--- src/rtl/psum_seq_pkg.sv ---
// Shared PE control package: partial-sum control word, accumulation mode,
// sequencer state encoding and default counter/shift widths.
package psum_seq_pkg;

   localparam int CNTW_DEF = 8;
   localparam int SHTW_DEF = 3;

   // Accumulation data width selected for the sum stage
   typedef enum logic {
      D16 = 1'b0,
      D32 = 1'b1
   } psum_mode_e;

   // Control word handed to the sum stage for every accumulation step
   typedef struct packed {
      logic                resetsum;
      logic                psumread;
      logic [SHTW_DEF-1:0] sht_num;
      psum_mode_e          psum_mode;
   } SSctl;

   // Sequencer states
   typedef enum logic [1:0] {
      IDLE = 2'd0,
      RUN  = 2'd1,
      DONE = 2'd2
   } state_e;

endpackage

--- src/rtl/psum_seq_cnt.sv ---
// Wrapping CNTW-bit counter: advances on inc_i, returns to zero after
// reaching term_i, and can be cleared synchronously at the start of a job.
module psum_seq_cnt
   import psum_seq_pkg::*;
#(
   parameter int CNTW = CNTW_DEF
) (
   input  logic            clk_i,
   input  logic            rst_i,
   input  logic            clr_i,
   input  logic            inc_i,
   input  logic [CNTW-1:0] term_i,
   output logic [CNTW-1:0] cnt_o
);

   logic [CNTW-1:0] cnt_q;
   logic [CNTW-1:0] cnt_d;

   // Next count: clear wins, otherwise step forward and wrap at the terminal value
   always_comb begin
      cnt_d = cnt_q;
      if (clr_i) begin
         cnt_d = '0;
      end else if (inc_i) begin
         cnt_d = (cnt_q == term_i) ? '0 : cnt_q + CNTW'(1);
      end
   end

   // Count register
   always_ff @(posedge clk_i) begin
      if (rst_i) begin
         cnt_q <= '0;
      end else begin
         cnt_q <= cnt_d;
      end
   end

   assign cnt_o = cnt_q;

endmodule

--- src/rtl/psum_seq.sv ---
// Partial-sum sequencer: accepts a job configuration, then issues one SSctl
// control word per accepted handshake, nstep words per pass, npass passes.
// Optional feature macro: PSUM_SEQ_STALL_CNT_EN adds o_stall_cnt, a
// saturating count of cycles where a word was offered but not taken.
module psum_seq
   import psum_seq_pkg::*;
#(
   parameter int CNTW = CNTW_DEF,
   parameter int SHTW = SHTW_DEF
) (
   input  logic            i_clk,
   input  logic            i_rst,
   input  logic            cfg_rdy,
   output logic            cfg_ack,
   input  logic [CNTW-1:0] cfg_nstep,
   input  logic [CNTW-1:0] cfg_npass,
   input  psum_mode_e      cfg_mode,
   input  logic            cfg_pread,
   input  logic [SHTW-1:0] cfg_sht,
   output logic            o_rdy,
   input  logic            o_ack,
   output SSctl            o_ssctl,
   output logic            o_write,
   output logic            o_busy,
   output logic            o_done
`ifdef PSUM_SEQ_STALL_CNT_EN
   ,
   output logic [15:0]     o_stall_cnt
`endif
);

   state_e          state_q;
   state_e          state_d;

   logic [CNTW-1:0] stepTerm_q;
   logic [CNTW-1:0] passTerm_q;
   psum_mode_e      mode_q;
   logic            pread_q;
   logic [SHTW-1:0] sht_q;

   logic [CNTW-1:0] stepCnt;
   logic [CNTW-1:0] passCnt;
   logic            cfgXfer;
   logic            outXfer;
   logic            stepFirst;
   logic            stepTc;
   logic            passTc;

   // A count of zero means a single step/pass, so the terminal value is n-1 clamped at 0
   function automatic logic [CNTW-1:0] termOf(input logic [CNTW-1:0] n);
      return (n == '0) ? '0 : n - CNTW'(1);
   endfunction

   assign cfgXfer   = cfg_rdy && cfg_ack;
   assign outXfer   = o_rdy && o_ack;
   assign stepFirst = (stepCnt == '0);
   assign stepTc    = (stepCnt == stepTerm_q);
   assign passTc    = (passCnt == passTerm_q);

   // Capture the job configuration on the accepting handshake
   always_ff @(posedge i_clk) begin
      if (i_rst) begin
         stepTerm_q <= '0;
         passTerm_q <= '0;
         mode_q     <= D16;
         pread_q    <= 1'b0;
         sht_q      <= '0;
      end else if (cfgXfer) begin
         stepTerm_q <= termOf(cfg_nstep);
         passTerm_q <= termOf(cfg_npass);
         mode_q     <= cfg_mode;
         pread_q    <= cfg_pread;
         sht_q      <= cfg_sht;
      end
   end

   psum_seq_cnt #(.CNTW(CNTW)) uStepCnt (
      .clk_i  (i_clk),
      .rst_i  (i_rst),
      .clr_i  (cfgXfer),
      .inc_i  (outXfer),
      .term_i (stepTerm_q),
      .cnt_o  (stepCnt)
   );

   psum_seq_cnt #(.CNTW(CNTW)) uPassCnt (
      .clk_i  (i_clk),
      .rst_i  (i_rst),
      .clr_i  (cfgXfer),
      .inc_i  (outXfer && stepTc),
      .term_i (passTerm_q),
      .cnt_o  (passCnt)
   );

   // State register
   always_ff @(posedge i_clk) begin
      if (i_rst) begin
         state_q <= IDLE;
      end else begin
         state_q <= state_d;
      end
   end

   // Next state and outputs; the control word is only driven while RUN offers it
   always_comb begin
      state_d = state_q;
      cfg_ack = 1'b0;
      o_rdy   = 1'b0;
      o_write = 1'b0;
      o_busy  = 1'b0;
      o_done  = 1'b0;
      o_ssctl = '0;
      case (state_q)
         IDLE: begin
            cfg_ack = 1'b1;
            if (cfg_rdy) begin
               state_d = RUN;
            end
         end
         RUN: begin
            o_rdy             = 1'b1;
            o_busy            = 1'b1;
            o_write           = stepTc;
            o_ssctl.resetsum  = stepFirst && !pread_q;
            o_ssctl.psumread  = stepFirst && pread_q;
            o_ssctl.sht_num   = stepTc ? '0 : sht_q;
            o_ssctl.psum_mode = mode_q;
            if (o_ack && stepTc && passTc) begin
               state_d = DONE;
            end
         end
         DONE: begin
            o_busy  = 1'b1;
            o_done  = 1'b1;
            state_d = IDLE;
         end
         default: begin
            state_d = IDLE;
         end
      endcase
   end

`ifdef PSUM_SEQ_STALL_CNT_EN
   logic [15:0] stallCnt_q;

   // Saturating count of back-pressured cycles, restarted for every job
   always_ff @(posedge i_clk) begin
      if (i_rst || cfgXfer) begin
         stallCnt_q <= '0;
      end else if (o_rdy && !o_ack && (stallCnt_q != 16'hFFFF)) begin
         stallCnt_q <= stallCnt_q + 16'd1;
      end
   end

   assign o_stall_cnt = stallCnt_q;
`endif

endmodule
--- config.mk ---
export PLATFORM = sky130hd
export DESIGN_NAME = psum_seq
export DESIGN_NICKNAME = d
export VERILOG_FILES = /design/src/rtl/psum_seq_pkg.sv /design/src/rtl/psum_seq_cnt.sv /design/src/rtl/psum_seq.sv
export SDC_FILE = /design/constraint.sdc
export NUM_CORES = 1
export LEC_CHECK = 0
export CORE_MARGIN = 2
export CORE_UTILIZATION = 54
export CTS_CLUSTER_SIZE = 16
export DETAILED_ROUTE_END_ITERATION = 10
export HOLD_SLACK_MARGIN = 0.02
export PLACE_DENSITY = 0.8
export SYNTH_ARGS = -nofsm -noshare
export SYNTH_HDL_FRONTEND = slang
export SYNTH_HIERARCHICAL = 1
export SYNTH_SLANG_ARGS = --single-unit
--- constraint.sdc ---
create_clock -name i_clk -period 2.3 [get_ports i_clk]
set_clock_uncertainty 0.1 [all_clocks]
set_input_delay 0.46 -clock i_clk [delete_from_list [all_inputs] [get_ports i_clk]]
set_output_delay 0.46 -clock i_clk [all_outputs]
set_load 0.05 [all_outputs]
======== Word level (Yosys, flattened, before mapping) ========
Index checks and enable logic that the tools add are counted.
W data, S select, Z words.
word-level totals
  flip-flop bits (word level) ............. 39
  bits in latches ......................... 0
  RAM bits ................................ 0
  memory bits (read-only) ................. 0
  input bits .............................. 25
  output and inout bits ................... 11
  logic and storage cells ................. 47
  memories ................................ 0
cells by class
  add/sub/neg operators ................... 4
  multipliers ............................. 0
  div/mod/pow operators ................... 0
  $lt $le $gt $ge ......................... 0
  eq/ne operators ......................... 6
  shifts and indexed selects .............. 0
  multiplexer cells ....................... 14
  bitwise operators ....................... 0
  reduce and logical (&&, ||, !) cells .... 15
operators by type and width
  kind                   number
  $mux W8                4
  $logic_not A8 Y1       3
  $add A8 B1 Y8 const B  2
  $eq A8 B8 Y1           2
  $sub A8 B1 Y8 const B  2
  $logic_and A1 B1 Y1    7
  $mux W6                1
  $mux W1                5
  $mux W2                2
  $ne A2 B2 Y1 const B   2
  $pmux W2 S2            1
  $reduce_or A2 Y1       2
  $mux W3                1
  $eq A2 B1 Y1 const B   1
  $eq A2 B2 Y1 const B   1
  $logic_not A2 Y1       1
  $reduce_and A2 Y1      1
  $logic_not A1 Y1       1

======== Logic depth before layout (Yosys ltp) ========
Gate-level depths: netlist (run 1).
  depth after elaboration ................. 5
  gate-level depth with buffers ........... 9
  mapped depth without buffers ............ 8

======== Cells and area by module ========
Netlist (run 1), hierarchy kept.
by module, submodules not included
  module        times used  cells an instance  area each (µm²)  seq. area each (µm²)
  psum_seq      1           173                1431.4           460.4
  psum_seq_cnt  2           48                 445.4            160.2

======== Least setup slack after synthesis (run 1) ========
OpenSTA, ideal clock, no wires.
  path kind ............................... register to output
  from .................................... register state_q[1]
  to ...................................... output o_ssctl[4] in the netlist's numbering
  data arrival time ....................... 1.821 ns
  required time ........................... 1.740 ns
  setup slack ............................. -0.081 ns
  stages on the path, launching flop included .. 5
  path buffers ............................ 0
  cell sequence ........................... dfxtp_1 -> inv_1 -> ha_1 -> nand4_1 -> nor2_1
RTL lines
  item                    RTL line         text
  from (decl)             psum_seq.sv:32   state_e state_q;
  from (signal assigned)  psum_seq.sv:100  state_q <= state_d;
  to (decl)               psum_seq.sv:22   output SSctl o_ssctl,

==> impl_metrics.csv, run 1 <==
group,metric,value,unit
yosys,synth-xor-area-share,21.1,%
layout,drive_gt1_share,17.8,%
global_route,first_global_vias,1928,
flow_run,cap_violations,0,
power_and_ir_drop,total_power,1720,µW
global_route,grt_max_degree,19,
power_and_ir_drop,peakVddDrop,0.000278,V
power_and_ir_drop,power.switching,537,µW
place,post-dp-hpwl,3720,µm
layout,num_antenna_cells,0,
place,io_buffers,35,
clocking,insertion_delay,0.29,ns
yosys,synth_cell_types,34,
worst_setup_path,cp_max_fo,5,
worst_setup_path,path_cells,"xor2_1 -> nor4_2 -> buf_4 -> nand2_4 -> and3_4 -> buf_6",
yosys,synth_adder_area_share,4.85,%
yosys,mappedNetlistNets,303,
worst_setup_path,start_kind,"flop",
timing,rsz0062_at_grt,"yes",
global_route,grt_pass1_wl,8350,µm
floorplan,initial_core_util,57.2,%
worst_setup_path,r2r_cells,9,
floorplan,dieArea,4840,µm²
power_and_ir_drop,p_leak,0.00122,µW
routing,drc,0,
power_and_ir_drop,switching_share,31.2,%
worst_setup_path,cp_slowest_cell,"dfxtp_2",
place,gp_congestion,0.851,
worst_setup_path,critPathCapture,"o_ssctl[1]",
timing,worst_slew_pin_slew,0.489,ns
status,status,"complete, no violations",
worst_setup_path,critPathCaptureType,"output pin",
layout,regArea,783,µm²
routing,vias_per_cell,5.39,
worst_setup_path,max_stage_delay,0.34,ns
power_and_ir_drop,pwr_density_cell,569,nW/µm²
timing,setup_violations,0,
worst_setup_path,r2r_end,"uPassCnt/cnt_o[7]",
yosys,syn_avg_cell_area,8.63,µm²
layout,fillerInstances,274,
yosys,syn_inst,269,
clocking,cts_tree,"done",
floorplan,row_count,23,
clocking,clockBufferDepth,2,
timing,finalHoldViolCount,0,
timing,period_needed,2.28,ns
worst_setup_path,cp_data_required_time,1.74,ns
yosys,yosys_register_bits,39,
power_and_ir_drop,pwr-share-seq,43.5,%
worst_setup_path,crit_start,"stepTerm_q[6]",
layout,final_cell_area,3020,µm²
floorplan,dieWidth,69.6,µm
yosys,yosys-top-cells-area,"dfxtp_1 34%, xnor2_1 12%, xor2_1 9.1%, nor2_1 7.0%, ha_1 4.8%",
routing,wl,4990,µm
clocking,clkTransAtPathRegs,0.07,ns
clocking,clock-root-buffer,"clkbuf_8",
place,dp.cells,366,
worst_setup_path,critPathArrivalTime,1.72,ns
routing,firstDrtPassIters,5,
power_and_ir_drop,clkPwrFrac,26.5,%
yosys,synth-warning-count,6,
layout,fin_nets,359,
timing,max_freq,0.439,GHz
worst_setup_path,timing.rr.start,"stepTerm_q[6]",
clocking,clkSinkCount,39,
global_route,grt.total_usage,21.1,%
yosys,yosys.area_share.simple,24.8,%
yosys,syn_area,2320,µm²
yosys,synth_compound_area_share,11.4,%
layout,area_delta_synth_final,30.2,%
worst_setup_path,path_class,"flop to output pin",
worst_setup_path,ff2ff_setup_slack,0.08,ns
floorplan,die_h,69.6,µm
global_route,antenna_found_initial,0,
power_and_ir_drop,intPower,1180,µW
layout,fin_cells,375,
routing,ant_nets,0,
timing,fin_crit_sh,98.9,%
routing,num_vias,2020,
yosys,ys_seq_area_share,33.6,%
timing,slew_viol_final,0,
yosys,synth.top_cell.area_share,33.6,%
timing,slew_headroom,67.3,%
clocking,cts_max_level,2,
yosys,synth_largest_area_cell,"dfxtp_1",
power_and_ir_drop,comb_power_share,30.0,%
global_route,grt.overflow.total,0,
routing,routedWlPerCell,13.3,µm
layout,multi_input_area,1490,µm²
floorplan,coreArea,4060,µm²
yosys,synth_top_family_by_area,"simple AND/OR/NAND/NOR gates",
routing,drtIter0Drc,212,
clocking,numCtsBuffers,5,
floorplan,pin_count,36,
place,place_area,2880,µm²
yosys,synthMuxAreaShare,0.862,%
worst_hold_path,hold_path_class,"flop to flop",
==> cell usage after synthesis (all sizes together) <==
master,count
ha,9
xnor2,32
o41ai,2
nand2,25
nor4,3
inv,13
a21oi,8
a22oi,14
nor3,9
dfxtp,39
nor2b,1
clkbuf,3
o31ai,2
nand4,10
a31oi,2
and2,2
mux2i,2
o21ai,4
nor3b,1
clkinv,1
nor2,43
a211oi,1
o221a,1
nor4b,2
nand3,3
and3,8
buf,3
or4,2
xor2,24
==> flip-flops by register name, summed over array words and instances, names as in the netlist <==
signal and flops:
uPassCnt/cnt_o 8, sht_q 3, pread_q 1, state_q 2, mode_q 1, passTerm_q 8
stepTerm_q 8, uStepCnt/cnt_o 8
==> through the flow <==
step / setup TNS, ns / hold slack (ns) / util, % / setup WS [ns]
4_1_cts: 0 / 0.353 / 73.6 / 0.000153
3_3_place_gp: 0 / 0.339 / 71.0 / 0.106
2_1_floorplan: -0.163 / 0.332 / - / -0.0813
5_1_grt: -0.0767 / 0.370 / 74.5 / -0.0244
3_5_place_dp: 0 / 0.343 / 71.0 / 0.0487
6_report: 0 / 0.359 / 74.5 / 0.0246
==> layout make-up <==
type | count | area share, %
multi-input cells | 210 | 49.1
flip-flops and latches | 39 | 25.9
repair buffers | 55 | 18.3
clock buffers | 6 | 2.73
well taps | 50 | 2.07
inverters | 14 | 1.74
clock inverters | 1 | 0.165
==> per-layer routing <==
| metal | global-route usage [%] | part of all wire (%) | up-vias | routed length [µm] |
|---|---|---|---|---|
| li1 | - | - | 1028 | - |
| met1 | 26.7 | 47 | 921 | 2360 |
| met2 | 35.6 | 47 | 64 | 2330 |
| met3 | 3.05 | 4.4 | 7 | 222 |
| met4 | 8.93 | 1.5 | 0 | 75 |
| met5 | 0 | 0 | - | 0 |
==> critical path: cells and delay by family (launching register included) <==
kind	cells	cell delay, ns
xor gates and xnor gates	1	0.16
DFF	1	0.34
and+or+nand+nor	3	0.59
buffers and inverters	2	0.34
==> layout by cell type (no fill, tap or decap), types with 2 or more instances in the layout <==
cell | synthesis | layout
nor2_1 | 43 | 43
dfxtp_1 | 39 | 37
xnor2_1 | 32 | 32
clkdlybuf4s50_1 | 0 | 25
nand2_1 | 25 | 24
xor2_1 | 24 | 24
buf_4 | 0 | 22
a22oi_1 | 14 | 14
inv_1 | 13 | 13
ha_1 | 9 | 9
nand4_1 | 8 | 8
a21oi_1 | 6 | 6
clkbuf_8 | 0 | 6
and3_1 | 8 | 5
nor3_1 | 5 | 5
buf_12 | 0 | 5
o21ai_0 | 4 | 4
and3_4 | 0 | 3
nand3_1 | 3 | 3
nor4_2 | 2 | 2
and2_1 | 2 | 2
or4_4 | 2 | 2
nor3_4 | 2 | 2
a21oi_2 | 2 | 2
o41ai_1 | 2 | 2
a31oi_1 | 2 | 2
nor4b_1 | 2 | 2
buf_6 | 0 | 2
dfxtp_2 | 0 | 2
nand4_2 | 2 | 2
o31ai_4 | 2 | 2
mux2i_1 | 2 | 2
nor3_2 | 2 | 2
==> cells by family (layout without fill, tap and decap cells) <==
family,count (synthesis),count (layout)
compound gates,34,34
flops,39,39
buf+inv,20,76
mux,2,2
simple gates,109,109
xor+xnor,56,56
fa+ha+maj,9,9
==> worst min path at each step <==
| stage | startpoint | to | cells past startpoint |
|---|---|---|---|
| final | sht_q[1] | sht_q[1] | 2 |
| after global placement | sht_q[0] | sht_q[0] | 2 |
| after CTS | sht_q[1] | sht_q[1] | 2 |
| after floorplan | mode_q | mode_q | 2 |
| after detailed placement | sht_q[1] | sht_q[1] | 2 |
| after global routing | mode_q | mode_q | 2 |
==> power by group through the flow <==
stage | Sequential [µW] | Combinational, µW | Clock (µW)
after detailed placement | 763 | 487 | 0
after CTS | 748 | 498 | 458
after global routing | 753 | 560 | 492
after floorplan | 757 | 306 | 0
after global placement | 761 | 478 | 0
final | 749 | 516 | 456
==> repair_timing <==
action,CTS,global route
setup endpoints to repair,3,11
gates cloned,0,0
pin swaps,1,2
resized for setup,3,8
setup buffers,1,1
hold buffers,0,0
Power figures use the tool's default switching activity.
==> inputs of run 2 (changes only) <==
CORE_UTILIZATION = 55   (was 54)
CTS_BUF_LIST = sky130_fd_sc_hd__clkbuf_4   (was unset)
PLACE_DENSITY = 0.81   (was 0.8)
clock period = 2.2 ns   (was 2.3 ns; I/O delays follow)
==> run 2 against run 1 <==
The flow now finishes with violations (negative setup slack). Via count increased by 10%. Wire length increased by 20%. Power increased by 7.4%. Hold slack improved by 0.0076 ns. Final cell count increased by 3.2%. Largest cell class unchanged.
==> impl_metrics.csv, run 2 (synthesis gave the netlist of run 1 again) <==
group,metric,value,unit
worst_setup_path,r2r_cells,7,
worst_setup_path,cp_max_fo,4,
routing,drc,0,
timing,slew_headroom,72.3,%
global_route,grtUsageMet3,4.38,%
routing,ant_nets,0,
status,violations,"negative setup slack",
place,place_area,2930,µm²
global_route,grt.overflow.total,0,
worst_setup_path,r2r_end,"uPassCnt/cnt_o[1]",
floorplan,row_count,23,
place,post-dp-hpwl,4110,µm
timing,period_needed,2.33,ns
timing,worst_slew_pin_slew,0.415,ns
worst_setup_path,ff2ff_setup_slack,0.12,ns
floorplan,dieArea,4760,µm²
routing,drtIter0Drc,172,
global_route,antenna_found_initial,0,
worst_setup_path,max_stage_delay,0.35,ns
layout,num_antenna_cells,0,
layout,area_delta_synth_final,35.5,%
global_route,top_usage_layer,"met2",
timing,finalSetupTns,-0.455,ns
clocking,clockBufferDepth,2,
timing,max_freq,0.428,GHz
worst_setup_path,timing.rr.start,"uStepCnt/cnt_o[6]",
worst_setup_path,path_class,"flop to output pin",
place,io_buffers,35,
global_route,first_global_vias,2061,
clocking,hold_buffers,0,
routing,firstDrtPassIters,5,
global_route,grt.total_usage,25.2,%
global_route,grt_util_met1,31.3,%
clocking,clkTransAtPathRegs,0.11,ns
clocking,insertion_delay,0.36,ns
layout,drive_gt1_share,24.3,%
routing,wl,5970,µm
worst_setup_path,critPathArrivalTime,1.79,ns
routing,vias_per_cell,5.74,
worst_setup_path,cp_slowest_cell,"dfxtp_2",
timing,finalHoldViolCount,0,
place,gp_congestion,0.835,
worst_setup_path,path_cells,"xor2_2 -> nor4_2 -> buf_4 -> nand2_4 -> and3_4 -> buf_8",
layout,fin_nets,370,
clocking,clkSinkCount,39,
timing,slew_viol_final,0,
worst_hold_path,hold_path_class,"flop to flop",
worst_setup_path,cp_data_required_time,1.66,ns
layout,final_core_util,78.1,%
worst_hold_path,hold_depth,2,
timing,setup_violations,4,
routing,routedWlPerCell,15.4,µm
floorplan,coreArea,4030,µm²
floorplan,pin_count,36,
timing,rsz0062_at_grt,"yes",
layout,layout_commonest_cell,"nor2_1",
clocking,cts_tree,"done",
worst_setup_path,critPathCaptureType,"output pin",
layout,final_cell_area,3150,µm²
power_and_ir_drop,peakVddDrop,0.000331,V
worst_hold_path,hold_end,"mode_q",
worst_hold_path,hold_start,"mode_q",
clocking,clock-root-buffer,"clkbuf_4",
floorplan,initial_core_util,57.6,%
status,status,"finished with violations",
global_route,grt_max_degree,18,
global_route,grt_pass1_wl,8920,µm
timing,fin_ws,-0.134,ns
power_and_ir_drop,pwr_density_cell,588,nW/µm²
power_and_ir_drop,p_leak,0.00128,µW
routing,num_vias,2222,
timing,fin_crit_sh,106,%
layout,fillerInstances,267,
flow_run,cap_violations,0,
global_route,met2_usage,41.7,%
clocking,cts_max_level,2,
floorplan,die_h,69.0,µm
layout,final_cell_mix,"41 x nor2_1, 32 x xnor2_1, 32 x dfxtp_1, 31 x buf_4",
worst_setup_path,start_kind,"flop",
clocking,numCtsBuffers,5,
floorplan,dieWidth,69.0,µm
## run 2: changes by cell type in the layout (fill, tap and decap cells not counted), moves of 5 or more
| cell | change |
|---|---|
| buf_4 | +9 |
| clkbuf_4 | +5 |
| clkbuf_8 | -6 |
| dfxtp_1 | -5 |
| dfxtp_2 | +5 |
## run 2: area by class of cell
class	instances	area, µm²	share of cell area, %
Tap cell	50	62.6	1.99
Clock buffer	5	37.5	1.19
Clock inverter	3	38.8	1.23
Multi-Input combinational cell	210	1520	48.4
Timing Repair Buffer	66	643	20.4
Inverter	14	52.6	1.67
Sequential cell	39	790	25.1
## run 2: timing repair
item                                    in CTS  in global routing
pin swaps                                    7                  8
gates cloned                                 0                  0
setup buffers                                2                  3
endpoints found under the setup margin       6                 14
gates resized for setup                     16                 13
## run 2: layer usage
metal / vias to the layer above / part of all wire [%]
met4: 0 / 4.9
li1: 1054 / -
met3: 30 / 6.8
met5: - / 0
met1: 1030 / 41
met2: 108 / 47
## run 2: worst max path at each step
| stage | from | to | slack [ns] | cells after the start |
|---|---|---|---|---|
| after floorplan | state_q[1] | o_ssctl[4] | 0.06 | 4 |
| after global placement | o_ack | uPassCnt/cnt_o[1] | 0.005 | 6 |
| after detailed placement | cfg_npass[4] | passTerm_q[3] | 0.01 | 6 |
| after CTS | stepTerm_q[4] | o_ssctl[3] | -0.07 | 6 |
| after global routing | uStepCnt/cnt_o[6] | o_ssctl[1] | -0.20 | 6 |
| final | uStepCnt/cnt_o[6] | o_ssctl[1] | -0.13 | 6 |
## run 2: through the flow
| step | power [µW] | hold slack, ns | cells | worst slack, ns |
|---|---|---|---|---|
| 2_1_floorplan | 1110 | 0.332 | 269 | 0.0601 |
| 3_3_place_gp | 1310 | 0.338 | 374 | 0.00492 |
| 3_5_place_dp | 1330 | 0.351 | 374 | 0.0101 |
| 4_1_cts | 1810 | 0.372 | 384 | -0.0712 |
| 5_1_grt | 1920 | 0.388 | 387 | -0.204 |
| 6_report | 1850 | 0.367 | 387 | -0.134 |
## run 2: worst max-delay path: cells and delay by family (launching register included)
| kind | cells | cell delay, ns |
|---|---|---|
| simple gates | 3 | 0.58 |
| flops | 1 | 0.35 |
| buf+inv | 2 | 0.35 |
| xor+xnor | 1 | 0.17 |
## run 2: power by group
group	switching [µW]	internal, µW
Clock	240	233
Sequential	38.5	746
Combinational	321	270
==> inputs of run 3 (changes only) <==
TNS_END_PERCENT = 20   (was unset)
clock period = 2.55 ns   (was 2.2 ns; I/O delays follow)
==> run 3 against run 2 <==
The run now ends clean. Core utilization down 7.2 points. Wire length down 17%. Highest routed layer unchanged. Clock power is 37% lower. Cell area fell by 9.3%. Combinational power down 30%. Count of clock-buffer cells in the layout increased by 1. Non-clock buffer count fell by 20. Sequential power shrank 14%.
==> impl_metrics.csv, run 3 (synthesis gave the netlist of run 1 again) <==
group,metric,value,unit
worst_setup_path,max_stage_delay,0.36,ns
power_and_ir_drop,switching_share,32.9,%
clocking,insertion_delay,0.34,ns
layout,num_antenna_cells,0,
layout,drive_gt1_share,14.5,%
global_route,grt.total_usage,23.2,%
flow_run,cap_violations,0,
timing,rsz0062_at_grt,"yes",
clocking,clkTransAtPathRegs,0.10,ns
floorplan,coreArea,4030,µm²
routing,ant_nets,0,
worst_setup_path,ff2ff_setup_slack,0.39,ns
layout,layout_commonest_cell,"nor2_1",
timing,slew_headroom,66.5,%
routing,drtIter0Drc,146,
worst_setup_path,cp_top_family,"simple AND/OR/NAND/NOR gates",
place,gp_congestion,0.879,
clocking,clockBufferDepth,2,
timing,fin_ws,0.0940,ns
worst_setup_path,cp_slowest_cell,"nor4_2",
place,place_ws,0.237,ns
timing,setup_violations,0,
routing,routedWlPerCell,13.6,µm
clocking,hold_buffers,0,
layout,fin_nets,350,
floorplan,dieArea,4760,µm²
worst_setup_path,r2r_cells,7,
global_route,grt_max_degree,22,
worst_setup_path,cp_data_required_time,1.94,ns
routing,vias_per_cell,5.53,
worst_setup_path,path_cells,"xor2_1 -> nor4_2 -> nand2_1 -> and3_4 -> buf_4",
power_and_ir_drop,intPower,931,µW
worst_setup_path,critPathArrivalTime,1.85,ns
clocking,clock-root-buffer,"clkbuf_4",
global_route,grt.overflow.total,0,
timing,finalSetupTns,0,ns
place,post-dp-hpwl,3920,µm
power_and_ir_drop,power.switching,457,µW
power_and_ir_drop,pwr-share-seq,48.8,%
status,status,"complete, no violations",
worst_setup_path,critPathCaptureType,"output pin",
timing,fin_crit_sh,96.3,%
worst_setup_path,r2r_end,"uPassCnt/cnt_o[0]",
layout,final_cell_mix,"43 x nor2_1, 35 x dfxtp_1, 32 x xnor2_1, 26 x clkdlybuf4s50_1, 25 x nand2_1",
power_and_ir_drop,clkPwrFrac,21.4,%
floorplan,initial_core_util,57.6,%
timing,finalHoldViolCount,0,
floorplan,dieWidth,69.0,µm
worst_setup_path,path_class,"flop to output pin",
worst_hold_path,hold_end,"sht_q[1]",
floorplan,row_count,23,
power_and_ir_drop,comb_power_share,29.8,%
routing,wl,4980,µm
worst_hold_path,hold_start,"sht_q[1]",
routing,num_vias,2029,
worst_setup_path,path_buf_inv,1,
floorplan,pin_count,36,
timing,max_freq,0.407,GHz
clocking,clkSinkCount,39,
floorplan,die_h,69.0,µm
timing,slew_viol_final,0,
worst_hold_path,hold_depth,2,
global_route,first_global_vias,1868,
worst_setup_path,start_kind,"flop",
worst_setup_path,timing.rr.start,"stepTerm_q[0]",
clocking,cts_max_level,2,
power_and_ir_drop,peakVddDrop,0.000305,V
global_route,antenna_found_initial,0,
clocking,cts_tree,"done",
timing,worst_slew_pin_slew,0.502,ns
routing,drc,0,
global_route,grt_pass1_wl,8170,µm
timing,period_needed,2.46,ns
worst_setup_path,crit_start,"stepTerm_q[4]",
power_and_ir_drop,pwr_density_cell,486,nW/µm²
place,io_buffers,35,
layout,area_delta_synth_final,22.9,%
worst_setup_path,cp_max_fo,5,
power_and_ir_drop,p_leak,0.00116,µW
clocking,numCtsBuffers,5,
worst_hold_path,hold_path_class,"flop to flop",
routing,firstDrtPassIters,4,
run 3: cell count changes in the layout (fill, tap and decap cells not counted), sizes merged:
cell and delta:
buf -23, clkdlybuf4s50 +2, bufinv -1, clkbuf +1, dlymetal6s2s +1
run 3: worst max-delay path by stage:
stage	slack (ns)	depth (start not counted)	to
6_report	0.09	5	o_ssctl[1]
5_1_grt	-0.03	5	o_ssctl[1]
4_1_cts	0.05	3	o_busy
3_5_place_dp	0.24	6	uPassCnt/cnt_o[0]
3_3_place_gp	0.25	6	uPassCnt/cnt_o[1]
2_1_floorplan	0.12	4	o_ssctl[4]
run 3: worst reg2reg max path, cell delays in order, from the launching register on:
cell and delay, ns:
dfxtp_2 0.35, xor2_1 0.17, nor4_2 0.36, buf_4 0.18
and3_1 0.25, nand2_1 0.12, o31ai_4 0.43, nor2_1 0.09
run 3: final cells by class:
class	count	area, µm²
multi-input combinational	210	1470
fill	320	1170
sequential	39	786
timing repair buffer	46	428
tap	50	62.6
inverter	14	52.6
clock buffer	6	45.0
clock inverter	2	7.51
run 3: per-stage QoR:
step	cells	hold WS, ns	power, µW	cell area [µm²]	util [%]
global placement	358	0.338	1080	2780	68.9
global route	367	0.387	1470	2850	70.8
finish	367	0.366	1390	2850	70.8
CTS	366	0.360	1380	2830	70.2
detailed placement	358	0.346	1090	2780	68.9
floorplan	269	0.332	959	2320	-
run 3: metal layers:
| layer | up-vias | part of all wire [%] | routed length, µm | track usage [%] |
|---|---|---|---|---|
| met5 | - | 0 | 0 | 0 |
| met4 | 0 | 0.58 | 29 | 7.35 |
| met3 | 4 | 6.1 | 304 | 5.52 |
| met2 | 68 | 47 | 2350 | 38.1 |
| met1 | 943 | 46 | 2290 | 30.0 |
| li1 | 1014 | - | - | - |
run 3: power groups by stage:
stage	Combinational, µW	Sequential, µW	Clock (µW)
final	414	677	297
after global routing	450	682	338
after CTS	406	676	302
after detailed placement	405	690	0
after global placement	395	688	0
after floorplan	276	682	0
run 3: timing repair:
action                     CTS  global route
resized for setup            1             6
pin swaps                    0             3
setup endpoints to repair    1             4
buffers inserted             0             1
hold endpoints to repair     0             0
